File: src/rtl/jtag_link_ctrl.sv
// User-clock side of the JTAG virtual-UART link: round-robin TX arbiter into the outbound FIFO, RX drain of the inbound FIFO.
// Optional JTAG_LINK_STATS_EN adds 16-bit tx/rx byte counters.
module jtag_link_ctrl #(
  parameter int NREQ     = 4,
  parameter int MAXBURST = 16
) (
  input  logic              clk_i,
  input  logic              rst_i,
  input  logic [NREQ-1:0]   req_i,
  input  logic [8*NREQ-1:0] data_i,
  input  logic [NREQ-1:0]   last_i,
  output logic [NREQ-1:0]   gnt_o,
  input  logic              fifo_wrfull_i,
  output logic              fifo_wr_o,
  output logic [7:0]        fifo_data_o,
  input  logic              fifo_rdempty_i,
  input  logic [7:0]        fifo_q_i,
  output logic              fifo_rd_o,
  output logic [7:0]        rx_data_o,
  output logic              rx_valid_o,
  input  logic              rx_ready_i,
  output logic              busy_o,
  output logic [2:0]        owner_o
`ifdef JTAG_LINK_STATS_EN
  ,
  output logic [15:0]       tx_count_o,
  output logic [15:0]       rx_count_o
`endif
);

  typedef enum logic {IDLE, GRANT} state_t;

  state_t     state, state_nxt;
  logic [2:0] owner, owner_nxt;
  logic [2:0] ptr, ptr_nxt;
  logic [7:0] cnt, cnt_nxt;

  logic       own_req, own_last;
  logic [7:0] own_dat;
  logic       accept;
  logic       found;
  logic [2:0] win;
  logic [3:0] cand;
  logic       rd_pend;

  // Owner lane mux; loop compare keeps index widths clean for any NREQ.
  always_comb begin
    own_req  = 1'b0;
    own_last = 1'b0;
    own_dat  = 8'h00;
    for (int i = 0; i < NREQ; i++) begin
      if (owner == 3'(i)) begin
        own_req  = req_i[i];
        own_last = last_i[i];
        own_dat  = data_i[8*i +: 8];
      end
    end
  end

  // Round-robin search starting just after the last winner.
  always_comb begin
    found = 1'b0;
    win   = ptr;
    cand  = 4'h0;
    for (int k = 1; k <= NREQ; k++) begin
      cand = 4'(ptr) + 4'(k);
      if (cand >= 4'(NREQ)) cand = cand - 4'(NREQ);
      for (int i = 0; i < NREQ; i++) begin
        if (!found && cand == 4'(i) && req_i[i]) begin
          found = 1'b1;
          win   = 3'(i);
        end
      end
    end
  end

  always_comb begin
    state_nxt = state;
    owner_nxt = owner;
    ptr_nxt   = ptr;
    cnt_nxt   = cnt;
    gnt_o     = '0;
    accept    = 1'b0;
    case (state)
      IDLE: begin
        if (found) begin
          owner_nxt = win;
          ptr_nxt   = win;
          cnt_nxt   = 8'h00;
          state_nxt = GRANT;
        end
      end
      GRANT: begin
        for (int i = 0; i < NREQ; i++) begin
          if (owner == 3'(i)) gnt_o[i] = !fifo_wrfull_i;
        end
        accept = own_req && !fifo_wrfull_i;
        if (accept) cnt_nxt = cnt + 8'd1;
        if (!own_req || (accept && (own_last || (cnt + 8'd1) == 8'(MAXBURST))))
          state_nxt = IDLE;
      end
      default: state_nxt = IDLE;
    endcase
  end

  assign fifo_wr_o   = accept;
  assign fifo_data_o = own_dat;
  assign busy_o      = (state == GRANT);
  assign owner_o     = owner;

  always_ff @(posedge clk_i or posedge rst_i) begin
    if (rst_i) begin
      state <= IDLE;
      owner <= 3'd0;
      ptr   <= 3'(NREQ-1);
      cnt   <= 8'h00;
    end else begin
      state <= state_nxt;
      owner <= owner_nxt;
      ptr   <= ptr_nxt;
      cnt   <= cnt_nxt;
    end
  end

  // A read is only issued when the output slot will be free by the time the data lands.
  assign fifo_rd_o = !fifo_rdempty_i && !rd_pend && (!rx_valid_o || rx_ready_i);

  always_ff @(posedge clk_i or posedge rst_i) begin
    if (rst_i) begin
      rd_pend    <= 1'b0;
      rx_valid_o <= 1'b0;
      rx_data_o  <= 8'h00;
    end else begin
      rd_pend <= fifo_rd_o;
      if (rd_pend) begin
        rx_data_o  <= fifo_q_i;
        rx_valid_o <= 1'b1;
      end else if (rx_valid_o && rx_ready_i) begin
        rx_valid_o <= 1'b0;
      end
    end
  end

`ifdef JTAG_LINK_STATS_EN
  always_ff @(posedge clk_i or posedge rst_i) begin
    if (rst_i) begin
      tx_count_o <= 16'h0000;
      rx_count_o <= 16'h0000;
    end else begin
      if (fifo_wr_o) tx_count_o <= tx_count_o + 16'd1;
      if (rx_valid_o && rx_ready_i) rx_count_o <= rx_count_o + 16'd1;
    end
  end
`endif

endmodule

File: config.mk
export PLATFORM = sky130hd
export DESIGN_NAME = jtag_link_ctrl
export DESIGN_NICKNAME = d
export VERILOG_FILES = /design/src/rtl/jtag_link_ctrl.sv
export SDC_FILE = /design/constraint.sdc
export NUM_CORES = 1
export LEC_CHECK = 0
export CAP_MARGIN = 0
export CORE_ASPECT_RATIO = 0.5
export CORE_UTILIZATION = 42
export CTS_BUF_LIST = sky130_fd_sc_hd__clkbuf_16
export CTS_CLUSTER_DIAMETER = 40
export DETAILED_ROUTE_END_ITERATION = 16
export MAX_ROUTING_LAYER = met4
export PLACE_DENSITY = 0.88
export SLEW_MARGIN = 15
export SYNTH_ARGS = -nofsm -noshare
export SYNTH_HDL_FRONTEND = slang
export SYNTH_SLANG_ARGS = --single-unit
File: constraint.sdc
create_clock -name clk_i -period 3.25 [get_ports clk_i]
set_clock_uncertainty 0.1 [all_clocks]
set_input_delay 0.4875 -clock clk_i [delete_from_list [all_inputs] [get_ports clk_i]]
set_output_delay 0.4875 -clock clk_i [all_outputs]
set_load 0.01 [all_outputs]
---- After elaboration in Yosys (flattened, before gate mapping) ----
Index checks and enable logic that the tools add are counted.
storage, ports and cells
  output and inout port bits .............. 27
  bits in registers ....................... 25
  input port bits ......................... 53
  logic and storage cells ................. 168
cells by class
  $add $sub $neg .......................... 9
  multiplexer cells ....................... 62
  bitwise operators ....................... 1
  reductions and logical operators ........ 67
  magnitude comparators ................... 4
  equal/unequal tests ..................... 18
operators with widths
  cell                                                                                  count
  3-bit two-way mux                                                                     16
  8-bit two-way mux                                                                     6
  1-bit logical AND                                                                     36
  1-bit two-way mux                                                                     33
  4-bit by 2-bit equality test with 1-bit output (second input constant)                8
  1-bit logical NOT                                                                     20
  4-bit two-way mux                                                                     5
  4-bit by 1-bit equality test with 1-bit output (second input constant)                4
  4-bit by 3-bit greater-or-equal comparator with 1-bit output (second input constant)  4
  4-bit logical NOT                                                                     4
  8-bit case mux with 2 select lines                                                    1
  4-bit by 3-bit subtractor with 4-bit output (second input constant)                   4
  3-bit by 2-bit adder with 4-bit output (second input constant)                        2
  8-bit by 1-bit adder with 8-bit output (second input constant)                        1
  8-bit by 5-bit equality test with 1-bit output (second input constant)                1
  3-bit by 2-bit equality test with 1-bit output (second input constant)                2
  3-bit by 1-bit adder with 4-bit output (second input constant)                        1
  3-bit by 3-bit adder with 4-bit output (second input constant)                        1
  2-bit AND reduction                                                                   2
  3-bit by 1-bit equality test with 1-bit output (second input constant)                1
  3-bit logical NOT                                                                     1
  1-bit logical OR                                                                      3
  2-bit by 1-bit inequality test with 1-bit output (second input constant)              1
  2-bit inequality test (second input constant)                                         1
  other kinds (3)                                                                       3

---- Logic depth before layout (Yosys ltp) ----
Gate-level depths: netlist (run 1).
  depth after elaboration ................. 68
  depth in mapped cells ................... 10
  depth with buffers taken out ............ 8

---- Least setup slack after synthesis (run 1) ----
OpenSTA, ideal clock, no wires.
  path type ............................... register to register
  start ................................... reg ptr[1]
  end ..................................... reg cnt[6]
  arrival time ............................ 2212 ps
  required time ........................... 3026 ps
  path slack .............................. 814 ps
  stages on the path, launching flop included .. 10
  path buffers ............................ 2
  setup time .............................. 124 ps
  clock period less this slack ............ 2436 ps
  cells stage by stage .................... dfstp_2 buf_2 clkbuf_1 or2_2 ha_1 nor2b_1 o32ai_1 o211ai_1 nor3_4 a211o_1
between the ends
  word-level cells in the longest chain between the ends .. 68
  elaborated cells on any way between the ends .. 96
  classes of those cells .................. add/sub: 8; order compare: 4; eq/ne: 13; mux: 20; reduce/logical: 51
ends and longest elaborated chain
  item                                                                                                                         RTL line  source
  start: declaration                                                                                                           35        logic [2:0] ptr, ptr_nxt;
  start signal: assignment                                                                                                     115       ptr <= 3'(NREQ-1);
  start signal: assignment                                                                                                     120       ptr <= ptr_nxt;
  3-bit by 1-bit adder with 4-bit output                                                                                       66        cand = 4'(ptr) + 4'(k);
  4-bit by 3-bit subtractor with 4-bit output or 4-bit by 3-bit greater-or-equal comparator with 1-bit output (tied branches)  67        if (cand >= 4'(NREQ)) cand = cand - 4'(NREQ);
  4-bit two-way mux                                                                                                            67
  4-bit logical NOT                                                                                                            69        if (!found && cand == 4'(i) && req_i[i]) begin
  1-bit logical AND                                                                                                            69
  1-bit two-way mux                                                                                                            69
  1-bit logical NOT                                                                                                            69
  1-bit logical AND (2 in a row)                                                                                               69
  (+49 left out)                                                                                                               n/a
  1-bit logical NOT                                                                                                            69
  1-bit logical AND (2 in a row)                                                                                               69
  1-bit two-way mux                                                                                                            69
  1-bit logical NOT                                                                                                            69
  1-bit logical AND (2 in a row)                                                                                               69
  1-bit two-way mux (*)                                                                                                        69
  2-bit inequality test (no source line) (*)                                                                                   n/a
  2-bit AND reduction (no source line) (*)                                                                                     n/a
  end signal: assignment                                                                                                       121       cnt <= cnt_nxt;
  end: declaration                                                                                                             36        logic [7:0] cnt, cnt_nxt;
Every way passes the cells marked *; elsewhere a longest branch is shown, timed or not.
A chain may end at the register's enable or synchronous reset.

---- Final worst setup path (run 1) ----
  start ................................... reg owner[1] (netlist: owner_o[1])
  end ..................................... out fifo_wr_o
between the ends
  word-level cells in the longest chain between the ends .. 7
  elaborated cells on any way between the ends .. 10
  classes of those cells .................. eq/ne: 3; mux: 5; reduce/logical: 2
ends and longest elaborated chain
  item                            RTL line  source
  start: declaration              34        logic [2:0] owner, owner_nxt;
  start signal: assignment        119       owner <= owner_nxt;
  3-bit logical NOT               52        if (owner == 3'(i)) begin
  1-bit two-way mux (3 in a row)  52
  1-bit two-way mux (*)           52
  1-bit logical AND (*)           97        accept = own_req && !fifo_wrfull_i;
  1-bit two-way mux (*)           84        case (state)
  end: declaration                14        output logic fifo_wr_o,
Marks and branches as above.

==> out/results.tsv, run 1 <==
stage	metric	value	unit
global_route	grt.overflow.total	0	
logic_synthesis	synth-simple-area-share	0.207	
global_route	grt_usage	0.227	
floorplan	die_y	48.5	um
floorplan	dieWidth	94.9	um
clock_network	cts_htree_levels	1	
timing	post-route-period-util	0.879	
clock_network	clock_latency	250	ps
floorplan	rows	16	
min_path	hold_path.class	reg2reg	
logic_synthesis	yosysTopAreaCellShare	0.290	
critical_path	max_stage_delay	740	ps
global_route	grt_max_degree	24	
logic_synthesis	syn_inst	180	
critical_path	crit_family	flip-flops	
clock_network	cts.repair.resized	0	
clock_network	max-clock-path-buffers	2	
timing	tightestPinTransition	843	ps
power_and_ir_drop	power.internal	0.00109	W
logic_synthesis	synth-xor-area-share	0.00966	
detailed_routing	wl	4830	um
timing	max_freq	350	MHz
logic_synthesis	synth_edf_count	0	
detailed_routing	num_vias	1725	
logic_synthesis	yosys_register_bits	23	
finish	final_area	2700	um^2
finish	ff_latch_area	578	um^2
logic_synthesis	synth.area.mux_share	0.183	
logic_synthesis	syn_area_per_cell	10.1	um^2
power_and_ir_drop	fin_total_pwr	0.00179	W
power_and_ir_drop	p_sw_frac	0.388	
critical_path	path_class	reg2out	
clock_network	hold_buffers	0	
finish	nets	312	
global_route	grt_pass1_wl	7940	um
detailed_routing	first_pass_iters	4	
power_and_ir_drop	ir_worst_vdd	0.000328	V
place	placed_area	2620	um^2
detailed_routing	drtIter0Drc	71	
timing	rsz0062_at_grt	no	
power_and_ir_drop	clock_power_share	0.150	
clock_network	cts_root_buf	clkbuf_16	
logic_synthesis	syn_area	1810	um^2
detailed_routing	ant_nets	0	
logic_synthesis	synth_fa_ha_area_frac	0.0276	
critical_path	critPathRequiredTime	2660	ps
detailed_routing	drcViolationCount	0	
timing	report.final.slew_viol_count	0	
timing	max_slew_margin	0.437	
clock_network	clk_pin_slew	60	ps
logic_synthesis	yosys-top-cells-area	dfrtp_1, mux4_2, mux2_2, nand2_1, dfstp_2	
timing	fin_setup_tns	0	ps
finish	areaGrowthSynthToFinish	48.9	%
global_route	grt_pass1_vias	1718	
clock_network	cts_setup_buffers	0	
floorplan	initial_core_util	0.451	
power_and_ir_drop	cellPowerDensity	662	nW/um^2
logic_synthesis	async_reset_ff_frac	1.00	
detailed_routing	wl_per_cell	15.7	um
floorplan	io_pins	80	
clock_network	cts_tree	built	
finish	antennaDiodeCount	0	
finish	nFillCells	297	
timing	hold_slack	410	ps
critical_path	path_buf_inv	2	
finish	drive_gt1_frac	0.126	
job	max_cap_violations	0	
power_and_ir_drop	p_switching	0.000693	W
critical_path	start_kind	flip-flop	
timing	setup_violations	0	
timing	hold_violations	0	
critical_path	crit_fanout	16	
place	dpl.hpwl	3740	um
floorplan	coreArea	4020	um^2
logic_synthesis	synth_compound_area_frac	0.192	
logic_synthesis	synth_commonest_cells	dfrtp_1, nand2_1, mux2_2, mux4_2, nor2_1	
power_and_ir_drop	p_leak	1.15	nW
logic_synthesis	yosys_warnings	0	
logic_synthesis	synth_top_family_by_area	simple AND/OR/NAND/NOR gates	
detailed_routing	drt-vias-per-instance	5.60	
place	place.gp.congestion	0.965	
logic_synthesis	ys.flop_type	dfrtp_1	
power_and_ir_drop	combPwrFrac	0.548	
power_and_ir_drop	power_frac_seq	0.302	
critical_path	path_cells	mux4_2, nand2_2, inv_2, clkdlybuf4s50_1	
logic_synthesis	synth.most_common_cell	dfrtp_1	
critical_path	endpoint_kind	primary output	
logic_synthesis	yosys.area.top_type	dfrtp_1	
outcome	outcome	completed	
floorplan	die_area	4600	um^2
finish	multiInputGateArea	1140	um^2
logic_synthesis	ys_types	60	
finish	fin_util	0.671	
clock_network	cts_sinks	23	
timing	period_needed	2860	ps
global_route	antenna_found_initial	0	
critical_path	cp.arrival	2270	ps
critical_path	slowest_stage	dfrtp_1	
logic_synthesis	synth_seq_area_share	0.319	
clock_network	cts_buffers	3	
place	port_buffers	78	
registers in the layout (all words and copies together), names as in the netlist:
| name | count |
|---|---|
| owner_o | 2 |
| cnt | 8 |
| busy_o | 1 |
| rx_data_o | 8 |
| ptr | 2 |
| rx_valid_o | 1 |
| rd_pend | 1 |
metal layers:
| metal | track usage | share of wire | vias up |
|---|---|---|---|
| li1 | - | - | 819 |
| met1 | 0.267 | 0.41 | 815 |
| met2 | 0.399 | 0.52 | 79 |
| met3 | 0.0393 | 0.051 | 12 |
| met4 | 0.0657 | 0.019 | 0 |
| met5 | - | 0 | - |
metrics by stage:
stage                     worst slack [ps]  std cells
final                                  393        308
after global routing                   298        308
after CTS                              398        308
after detailed placement               469        304
after global placement                 491        304
after floorplan                        814        182
worst paths after layout:
kind                                          start                        to  slack, ps  cells past startpoint
min in group asynchronous                     rst_i  rx_data_o[2]$_DFFE_PP0P_        600                      2
setup / recovery             owner_o[1]$_DFFE_PP0P_                 fifo_wr_o        390                      4
hold reg to reg            rx_data_o[4]$_DFFE_PP0P_  rx_data_o[4]$_DFFE_PP0P_        410                      1
setup reg to reg                 ptr[1]$_DFFE_PP1P_        cnt[6]$_DFFE_PP0P_        860                      7
max in group asynchronous                     rst_i    owner_o[0]$_DFFE_PP0P_       1930                      2
hold / removal             rx_data_o[4]$_DFFE_PP0P_  rx_data_o[4]$_DFFE_PP0P_        410                      1
cells in the final DEF (no fill, tap or decap), types with 2 or more instances in the layout:
cell type	count
ha_1	4
nor4_1	2
nand2b_1	4
buf_4	3
inv_1	7
a21o_1	3
o21ai_0	4
o2bb2ai_1	2
clkbuf_16	3
conb_1	4
mux4_2	8
nand2_1	18
nor2b_1	6
a22o_1	3
o21a_1	2
a21oi_1	7
dfstp_2	2
a211o_1	2
mux4_1	2
nor2_1	8
dfrtp_1	21
mux2_2	8
o21ba_1	2
and3b_1	2
o211ai_1	5
nand3b_1	2
nand3_1	5
o21bai_1	5
clkdlybuf4s50_1	78
and3_1	3
area by class of cell:
type	count	area share
Clock buffer	3	0.0278
Inverter	8	0.0111
Multi-Input combinational cell	138	0.422
Sequential cell	23	0.214
Clock inverter	1	0.00278
Tap cell	54	0.0250
Timing Repair Buffer	81	0.297
power groups by stage:
stage / clock network, W / logic [W] / registers, W
after global routing: 0.000287 / 0.00106 / 0.000566
after CTS: 0.000273 / 0.000979 / 0.000538
after floorplan: 0 / 0.000705 / 0.000430
after global placement: 0 / 0.000951 / 0.000533
final: 0.000269 / 0.000980 / 0.000539
after detailed placement: 0 / 0.000970 / 0.000542
kinds of logic after synthesis:
group	after synthesis
multiplexers	19
XOR/XNOR	2
AO/OA/AOI/OAI	46
AND/OR/NAND/NOR	63
buffers and inverters	21
other	2
flip-flops	23
adder cells (fa/ha/maj)	4
No activity file was read; power rests on OpenSTA's default activity.
==> run 2, diff against run 1 <==
Settings changed: CTS_BUF_LIST sky130_fd_sc_hd__clkbuf_16 to default.
==> out/results.tsv, run 2 (synthesized netlist as in run 1, its figures left out) <==
stage	metric	value	unit	change
outcome	outcome	completed		unchanged
global_route	grt_usage	0.227		about the same
critical_path	critPathRequiredTime	2660	ps	about the same
critical_path	startpoint	owner_o[1]$_DFFE_PP0P_		unchanged
floorplan	coreArea	4020	um^2	unchanged
detailed_routing	drtIter0Drc	56		was 71
detailed_routing	wl	4800	um	was 4830 um
place	port_buffers	78		unchanged
clock_network	max-clock-path-buffers	2		unchanged
global_route	grt_max_degree	24		unchanged
finish	nets	312		unchanged
critical_path	crit_fanout	16		unchanged
clock_network	cts.repair.resized	0		unchanged
finish	final_cell_mix	clkdlybuf4s50_1, dfrtp_1, nand2_1		unchanged
timing	setup_violations	0		unchanged
job	max_cap_violations	0		unchanged
clock_network	cts_tree	built		unchanged
clock_network	cts_setup_buffers	0		unchanged
finish	antennaDiodeCount	0		unchanged
clock_network	cts_sinks	23		unchanged
finish	reg_top3	cnt: 8 flops, rx_data_o: 8 flops		unchanged
place	dpl.hpwl	3740	um	unchanged
global_route	antenna_found_initial	0		unchanged
floorplan	io_pins	80		unchanged
floorplan	die_area	4600	um^2	unchanged
timing	post-route-period-util	0.880		was 0.879
global_route	grt.overflow.total	0		unchanged
finish	layout_commonest_cell	clkdlybuf4s50_1		unchanged
finish	drive_gt1_frac	0.126		unchanged
critical_path	reg2reg_slack	840	ps	was 860 ps
critical_path	reg2reg_to	cnt[6]$_DFFE_PP0P_		unchanged
power_and_ir_drop	ir_worst_vdd	0.000422	V	was 0.000328 V
min_path	hold_path.class	reg2reg		unchanged
clock_network	cts_root_buf	clkbuf_8		was clkbuf_16
floorplan	initial_core_util	0.451		unchanged
floorplan	rows	16		unchanged
global_route	grt_pass1_vias	1723		was 1,718
timing	period_needed	2860	ps	about the same
clock_network	cts_buffers	3		unchanged
floorplan	die_y	48.5	um	unchanged
clock_network	hold_buffers	0		unchanged
timing	hold_violations	0		unchanged
place	place.gp.congestion	0.965		unchanged
finish	areaGrowthSynthToFinish	47.0	%	was 48.9%
timing	rsz0062_at_grt	no		unchanged
detailed_routing	drcViolationCount	0		unchanged
detailed_routing	num_vias	1714		was 1,725
timing	tightestPinTransition	838	ps	was 843 ps
power_and_ir_drop	p_leak	1.13	nW	was 1.15 nW
detailed_routing	drt-vias-per-instance	5.56		was 5.60
timing	max_slew_margin	0.441		was 0.437
critical_path	r2r_start	ptr[1]$_DFFE_PP1P_		unchanged
detailed_routing	first_pass_iters	4		unchanged
timing	report.final.slew_viol_count	0		unchanged
critical_path	reg2reg_depth	7		unchanged
clock_network	clock_latency	260	ps	was 250 ps
detailed_routing	wl_per_cell	15.6	um	was 15.7 um
clock_network	cts_htree_levels	1		unchanged
finish	nFillCells	309		was 297
critical_path	start_kind	flip-flop		unchanged
critical_path	endpoint_kind	primary output		unchanged
global_route	grt_pass1_wl	7920	um	was 7940 um
floorplan	dieWidth	94.9	um	unchanged
timing	max_freq	350	MHz	about the same
clock_network	clk_pin_slew	80	ps	was 60 ps
critical_path	cp.arrival	2270	ps	about the same
finish	fin_util	0.663		was 0.671
critical_path	path_class	reg2out		unchanged
timing	fin_setup_tns	0	ps	unchanged
power_and_ir_drop	cellPowerDensity	636	nW/um^2	was 662 nW/um^2
critical_path	crit_end	fifo_wr_o		unchanged
detailed_routing	ant_nets	0		unchanged
[run 2: layout make-up]
class / instances / area [um^2] / share of cell area
timing repair buffer: 81 / 803 / 0.301
tap: 54 / 67.6 / 0.0253
multi-input combinational: 138 / 1140 / 0.427
clock inverter: 1 / 7.51 / 0.00281
clock buffer: 3 / 41.3 / 0.0155
inverter: 8 / 30.0 / 0.0113
sequential: 23 / 578 / 0.217
[run 2: metal layers]
metal  up-vias  share of wire  global-route usage
met4         0          0.028              0.0808
met1       809           0.41               0.266
li1        820              -                   -
met2        67           0.51               0.390
met3        18          0.047              0.0425
met5         -              0                   -
[run 2: stage by stage]
step	area (um^2)	setup slack [ps]	hold WS [ps]	instances	power (W)
floorplan	1820	814	388	182	0.00114
global placement	2620	491	382	304	0.00148
detailed placement	2620	469	395	304	0.00151
CTS	2670	383	423	308	0.00170
global route	2670	290	435	308	0.00182
finish	2670	390	416	308	0.00170
[run 2: critical path: stages, from the launching register on]
cell and delay (ps):
dfrtp_1 750, mux4_2 630, nand2_2 90, inv_2 60, clkdlybuf4s50_1 480
[run 2: power breakdown]
part | switching (W) | internal [W]
combinational | 0.000409 | 0.000566
clock | 0.0000950 | 0.0000867
sequential | 0.000178 | 0.000361
[run 2: worst min path at each step]
stage / slack, ps / endpoint / cells past startpoint / startpoint
final: 420 / rx_data_o[5]$_DFFE_PP0P_ / 1 / rx_data_o[5]$_DFFE_PP0P_
after floorplan: 390 / busy_o$_DFF_PP0_ / 1 / rst_i
after global routing: 440 / rx_data_o[2]$_DFFE_PP0P_ / 1 / rx_data_o[2]$_DFFE_PP0P_
after global placement: 380 / rx_valid_o$_DFFE_PP0P_ / 1 / rx_valid_o$_DFFE_PP0P_
after detailed placement: 390 / rx_data_o[3]$_DFFE_PP0P_ / 1 / rx_data_o[3]$_DFFE_PP0P_
after CTS: 420 / rx_data_o[2]$_DFFE_PP0P_ / 1 / rx_data_o[2]$_DFFE_PP0P_
